### src/rtl/rtc_pkg.sv
// rtc_pkg: shared state encoding, timer width and phase sequencing for the RTC bus sequencers.
// Rev 1.0
`default_nettype none

package rtc_pkg;

  localparam int RTC_PHASE_CYC_DEFAULT = 4;
  localparam int RTC_TIMER_W           = 8;

  typedef enum logic [2:0] {
    ST_IDLE       = 3'd0,
    ST_ADDR_SETUP = 3'd1,
    ST_ADDR_WR    = 3'd2,
    ST_ADDR_HOLD  = 3'd3,
    ST_DATA_SETUP = 3'd4,
    ST_DATA_RD    = 3'd5,
    ST_DATA_HOLD  = 3'd6,
    ST_DONE       = 3'd7
  } rtc_state_t;

  // Successor of a timed bus phase; the last timed phase hands over to DONE.
  function automatic rtc_state_t rtc_next_phase(input rtc_state_t st);
    rtc_state_t nxt;
    nxt = ST_IDLE;
    case (st)
      ST_ADDR_SETUP: nxt = ST_ADDR_WR;
      ST_ADDR_WR:    nxt = ST_ADDR_HOLD;
      ST_ADDR_HOLD:  nxt = ST_DATA_SETUP;
      ST_DATA_SETUP: nxt = ST_DATA_RD;
      ST_DATA_RD:    nxt = ST_DATA_HOLD;
      ST_DATA_HOLD:  nxt = ST_DONE;
      default:       nxt = ST_IDLE;
    endcase
    return nxt;
  endfunction

endpackage

`default_nettype wire

### src/rtl/rtc_phase_timer.sv
// rtc_phase_timer: down-counter that measures one bus phase; expire is high on the phase's last cycle.
// Rev 1.0
`default_nettype none

module rtc_phase_timer
  import rtc_pkg::*;
#(
  parameter int WIDTH = RTC_TIMER_W
) (
  input  logic             clk,
  input  logic             reset_n,
  input  logic             load,
  input  logic [WIDTH-1:0] load_val,
  input  logic             tick,
  output logic             expire
);

  logic [WIDTH-1:0] count;

  always_ff @(posedge clk) begin
    if (!reset_n) begin
      count <= '0;
    end else if (load) begin
      count <= load_val;
    end else if (tick && (count != '0)) begin
      count <= count - 1'b1;
    end
  end

  assign expire = (count == '0);

endmodule

`default_nettype wire

### src/rtl/rtc_bus_reader.sv
// rtc_bus_reader: one-byte read sequencer for a multiplexed-AD RTC bus, all pins registered.
// Rev 1.0
`default_nettype none

module rtc_bus_reader
  import rtc_pkg::*;
#(
  parameter int PHASE_CYC = RTC_PHASE_CYC_DEFAULT
) (
  input  logic       clk,
  input  logic       reset_n,
  input  logic       start,
  input  logic [7:0] addr,
  output logic       busy,
  output logic       done,
  output logic [7:0] data_out,
  input  logic [7:0] ad_in,
  output logic [7:0] ad_out,
  output logic       ad_oe,
  output logic       cs_n,
  output logic       wr_n,
  output logic       rd_n,
  output logic       a_d
);

  localparam logic [RTC_TIMER_W-1:0] PHASE_LOAD = RTC_TIMER_W'(PHASE_CYC - 1);

  rtc_state_t state, state_nxt;
  logic [7:0] addr_q, addr_nxt;
  logic       timer_load, timer_tick, timer_expire, capture;

  logic       cs_n_nxt, wr_n_nxt, rd_n_nxt, a_d_nxt, ad_oe_nxt, busy_nxt, done_nxt;
  logic [7:0] ad_out_nxt;

  rtc_phase_timer #(
    .WIDTH(RTC_TIMER_W)
  ) u_timer (
    .clk     (clk),
    .reset_n (reset_n),
    .load    (timer_load),
    .load_val(PHASE_LOAD),
    .tick    (timer_tick),
    .expire  (timer_expire)
  );

  always_comb begin
    state_nxt  = state;
    addr_nxt   = addr_q;
    timer_load = 1'b0;
    timer_tick = 1'b0;
    capture    = 1'b0;
    case (state)
      ST_IDLE: begin
        if (start) begin
          state_nxt  = ST_ADDR_SETUP;
          addr_nxt   = addr;
          timer_load = 1'b1;
        end
      end
      ST_DONE: state_nxt = ST_IDLE;
      default: begin
        if (timer_expire) begin
          state_nxt  = rtc_next_phase(state);
          timer_load = (state != ST_DATA_HOLD);
          capture    = (state == ST_DATA_RD);
        end else begin
          timer_tick = 1'b1;
        end
      end
    endcase
  end

  // Pin values are decoded from the upcoming state so the registered pins line up with it.
  always_comb begin
    cs_n_nxt   = 1'b1;
    wr_n_nxt   = 1'b1;
    rd_n_nxt   = 1'b1;
    a_d_nxt    = 1'b0;
    ad_oe_nxt  = 1'b0;
    ad_out_nxt = 8'h00;
    busy_nxt   = 1'b0;
    done_nxt   = 1'b0;
    case (state_nxt)
      ST_ADDR_SETUP, ST_ADDR_WR, ST_ADDR_HOLD: begin
        cs_n_nxt   = 1'b0;
        ad_oe_nxt  = 1'b1;
        ad_out_nxt = addr_nxt;
        busy_nxt   = 1'b1;
        wr_n_nxt   = (state_nxt != ST_ADDR_WR);
      end
      ST_DATA_SETUP, ST_DATA_RD, ST_DATA_HOLD: begin
        cs_n_nxt = 1'b0;
        a_d_nxt  = 1'b1;
        busy_nxt = 1'b1;
        rd_n_nxt = (state_nxt != ST_DATA_RD);
      end
      ST_DONE: done_nxt = 1'b1;
      default: ;
    endcase
  end

  always_ff @(posedge clk) begin
    if (!reset_n) begin
      state    <= ST_IDLE;
      addr_q   <= 8'h00;
      data_out <= 8'h00;
      cs_n     <= 1'b1;
      wr_n     <= 1'b1;
      rd_n     <= 1'b1;
      a_d      <= 1'b0;
      ad_oe    <= 1'b0;
      ad_out   <= 8'h00;
      busy     <= 1'b0;
      done     <= 1'b0;
    end else begin
      state  <= state_nxt;
      addr_q <= addr_nxt;
      cs_n   <= cs_n_nxt;
      wr_n   <= wr_n_nxt;
      rd_n   <= rd_n_nxt;
      a_d    <= a_d_nxt;
      ad_oe  <= ad_oe_nxt;
      ad_out <= ad_out_nxt;
      busy   <= busy_nxt;
      done   <= done_nxt;
      if (capture) begin
        data_out <= ad_in;
      end
    end
  end

endmodule

`default_nettype wire

### config.mk
export PLATFORM = sky130hd
export DESIGN_NAME = rtc_bus_reader
export DESIGN_NICKNAME = d
export VERILOG_FILES = /design/src/rtl/rtc_pkg.sv /design/src/rtl/rtc_phase_timer.sv /design/src/rtl/rtc_bus_reader.sv
export SDC_FILE = /design/constraint.sdc
export NUM_CORES = 1
export LEC_CHECK = 0
export BUFFER_PORTS_ARGS = -buffer_cell sky130_fd_sc_hd__buf_2
export CAP_MARGIN = 20
export CORE_MARGIN = 2
export CORE_UTILIZATION = 45
export DETAILED_ROUTE_END_ITERATION = 6
export PLACE_DENSITY = 0.68
export SLEW_MARGIN = 20
export SYNTH_ARGS = -nofsm -noshare
export SYNTH_HDL_FRONTEND = slang
export SYNTH_HIERARCHICAL = 1
export SYNTH_SLANG_ARGS = --single-unit
### constraint.sdc
create_clock -name clk -period 3.5 [get_ports clk]
set_clock_uncertainty 0.15 [all_clocks]
set_input_delay 0 -clock clk [delete_from_list [all_inputs] [get_ports clk]]
set_output_delay 0 -clock clk [all_outputs]
set_load 0.02 [all_outputs]
==> summary.md <==
| Metric | Value |
|---|---|
| Run status | `complete, no violations` |
| R2R Setup Slk | `0.61 ns` |
| Yosys top cell area share | `43.8%` |
| Die Ht | `69.4 um` |
| # clock sinks | `42` |
| Post-CTS setup buffers | `0` |
| Area leader, netlist | `dfxtp_1` |
| Final-report max-slew violation count | `0` |
| Initial Util | `47.4%` |
| Hold depth | `5` |
| Max Cap Viol | `0` |
| Drt pass-1 iters | `4` |
| Endpoint, Worst Hold | `cs_n$_SDFF_PN1_` |
| Initial DRC count | `88` |
| Critical-path top delay cell | `or4_4` |
| # DRC | `0` |
| Setup TNS | `0 ns` |
| Fin crit share | `82.4%` |
| Mapped Area | `1920 um2` |
| First-pass GRT wire length | `6780 um` |
| Total power | `1.82 mW` |
| Worst Tran Pin Value | `0.545 ns` |
| Total core area | `4060 um2` |
| Count of different cell masters after synthesis | `50` |
| Vias per cell | `5.18` |
| Nets | `288` |
| Achievable Freq | `347 MHz` |
| Synth Instances | `198` |
| Synth area leaders | `dfxtp_1, mux2i_1, ha_1, a2111oi_2, a21oi_1` |
| Finished Layout Cells | `313` |
| Routability cong. | `0.815` |
| CP Cell Sequence | `or4_4 > nor4_1 > buf_4 > or4b_1 > a21o_1 > a21oi_1 > a2bb2oi_1` |
| Clock slew at reported path FFs | `0.08 ns` |
| Worst slew margin | `63.6%` |
| Fin util | `60.7%` |
| R2R depth | `7` |
| Root Buffer | `clkbuf_8` |
| Largest stage delay on the critical path | `0.59 ns` |
| Crit-path max FO | `12` |
| Post-CTS Hold Buffers | `17` |
| Number of synthesized flops with an enable pin | `0` |
| Req. time, crit path | `3.57 ns` |
| Hold Worst Slack | `0.150 ns` |
| Critical path arrival | `2.96 ns` |
| Post-CTS Resized | `0` |
| Max Root-Sink Buffers | `2` |
| Largest net degree at the start of global routing | `28` |
| Placed Instance Area | `2180 um2` |
| Critical R2R Capture | `cs_n$_SDFF_PN1_` |
| Final critical-path setup slack | `0.615 ns` |
| Layout area overhead | `28.1%` |
| CTS Buf Count | `5` |
| Chip width | `69.4 um` |
| Most common cell after layout, fill and taps aside | `dfxtp_1` |
| Tot GR Track Use | `17.3%` |
| Top FF cell, synth | `dfxtp_1` |
| Leak Pwr | `1.04 nW` |
| Initial antenna violation count | `0` |
| Crit path capture type | `flop` |
| Commonest cells after routing, fill and taps aside | `dfxtp_1, buf_2, nand2_1` |
| Die area | `4810 um2` |
| Clock Latency Late Sink | `0.29 ns` |
| Crit path kind | `reg2reg` |
| Cell row count | `23` |
| Sequential fraction of the synthesis area | `43.8%` |
| Minimum clock period | `2.89 ns` |
| Pwr dens | `739 nW/um2` |
| Hold wc startpoint | `start` |
| ANT nets after route | `0` |
| Vias in the first global route | `1506` |
| Placed Cells | `288` |
| H-tree lvl count | `2` |
| Async SR Flop Fraction | `0%` |
| CP startpoint kind | `flop` |
| Maximum vdd drop | `377 uV` |
| Mapped Avg Cell Area | `9.71 um2` |
| Hold Violations, Final | `0` |
| DR vias | `1622` |
| Final HPWL DP | `2810 um` |
| FF+latch count, synth | `42` |
| Hold Path Class | `in2reg` |
| Final Instance Area | `2460 um2` |
| Wire per inst | `13.4 um` |
| Diodes inserted | `0` |
| I/O pin cnt | `42` |
| # setup viols final | `0` |
| Port buffer count | `41` |
| Unrepaired setup endpoints after global routing | `no` |
| RR Startpoint | `u_timer/count[2]$_SDFFE_PN0P_` |
| Ys Warns | `6` |
| Wirelength, routed | `4180 um` |
| Post-Place Setup Slack | `0.643 ns` |
| Fraction of layout cells with a size suffix above 1 | `25.9%` |
| TritonCTS clock tree | `done` |
| Overflow after GRT | `0` |
==> worst max-delay path, delay by kind of cell (launching register included) <==
kind | cells | cell delay, ns
buf+inv | 1 | 0.21
flops | 1 | 0.36
compound gates | 3 | 0.86
simple gates | 3 | 1.24
==> cell type report <==
type / count / area (um2)
multi-input combinational: 144 / 1020
clock inverter: 2 / 37.5
clock buffer: 6 / 72.6
timing repair buffer: 62 / 405
sequential: 42 / 841
inverter: 7 / 26.3
tap: 50 / 62.6
fill: 369 / 1600
==> state kept, by name (all words and copies together) (netlist names) <==
signal         count
done               1
u_timer/count      8
wr_n               1
a_d                1
rd_n               1
ad_oe              1
cs_n               1
state              3
addr_q             8
data_out           8
ad_out             8
busy               1
==> power breakdown <==
group	leakage [nW]	switching [mW]	internal, mW
Clock	0.0514	0.166	0.213
Sequential	0.343	0.0699	0.576
Combinational	0.648	0.458	0.338
==> synthesized netlist by cell type, types with 2 or more instances <==
cell,count
dfxtp_1,42
nor2b_1,3
nand3_1,6
nor2_1,14
a2111oi_2,5
o31ai_1,3
nand3b_1,3
buf_1,2
ha_1,7
and2_1,3
xnor2_1,3
nand2_1,20
o21a_1,2
inv_1,6
mux2i_1,10
or4_1,2
and4bb_2,2
a21oi_1,15
nor3b_1,4
buf_6,2
o21ai_0,8
a31oi_1,2
conb_1,2
clkbuf_1,5
a2111oi_0,2
==> worst max path at each step <==
stage | slack (ns) | start | to
2_1_floorplan | 0.89 | u_timer/count[2]$_SDFFE_PN0P_ | ad_out[0]$_SDFF_PN0_
3_3_place_gp | 0.68 | u_timer/count[2]$_SDFFE_PN0P_ | done$_SDFF_PN0_
3_5_place_dp | 0.64 | u_timer/count[2]$_SDFFE_PN0P_ | done$_SDFF_PN0_
4_1_cts | 0.62 | u_timer/count[2]$_SDFFE_PN0P_ | done$_SDFF_PN0_
5_1_grt | 0.46 | u_timer/count[2]$_SDFFE_PN0P_ | cs_n$_SDFF_PN1_
6_report | 0.61 | u_timer/count[2]$_SDFFE_PN0P_ | cs_n$_SDFF_PN1_
==> kinds of logic (layout without fill, tap and decap cells) <==
family / count (synthesis) / in the layout / share of synthesized area [%]
buffers and inverters: 18 / 77 / 4.56
multiplexers: 11 / 11 / 5.99
flip-flops: 42 / 42 / 43.8
adder cells (fa/ha/maj): 7 / 7 / 4.56
AO/OA/AOI/OAI: 46 / 46 / 19.3
AND/OR/NAND/NOR: 69 / 69 / 20.1
other: 2 / 8 / 0.391
XOR/XNOR: 3 / 3 / 1.37
==> routing by layer <==
| metal | GRT usage (%) | up-vias | share of wire, % |
|---|---|---|---|
| met5 | 0 | - | 0 |
| met4 | 5.23 | 0 | 0.86 |
| met3 | 3.49 | 5 | 3.0 |
| met2 | 29.4 | 29 | 49 |
| met1 | 22.1 | 756 | 47 |
| li1 | - | 832 | - |
No activity file was read; power rests on OpenSTA's default activity.
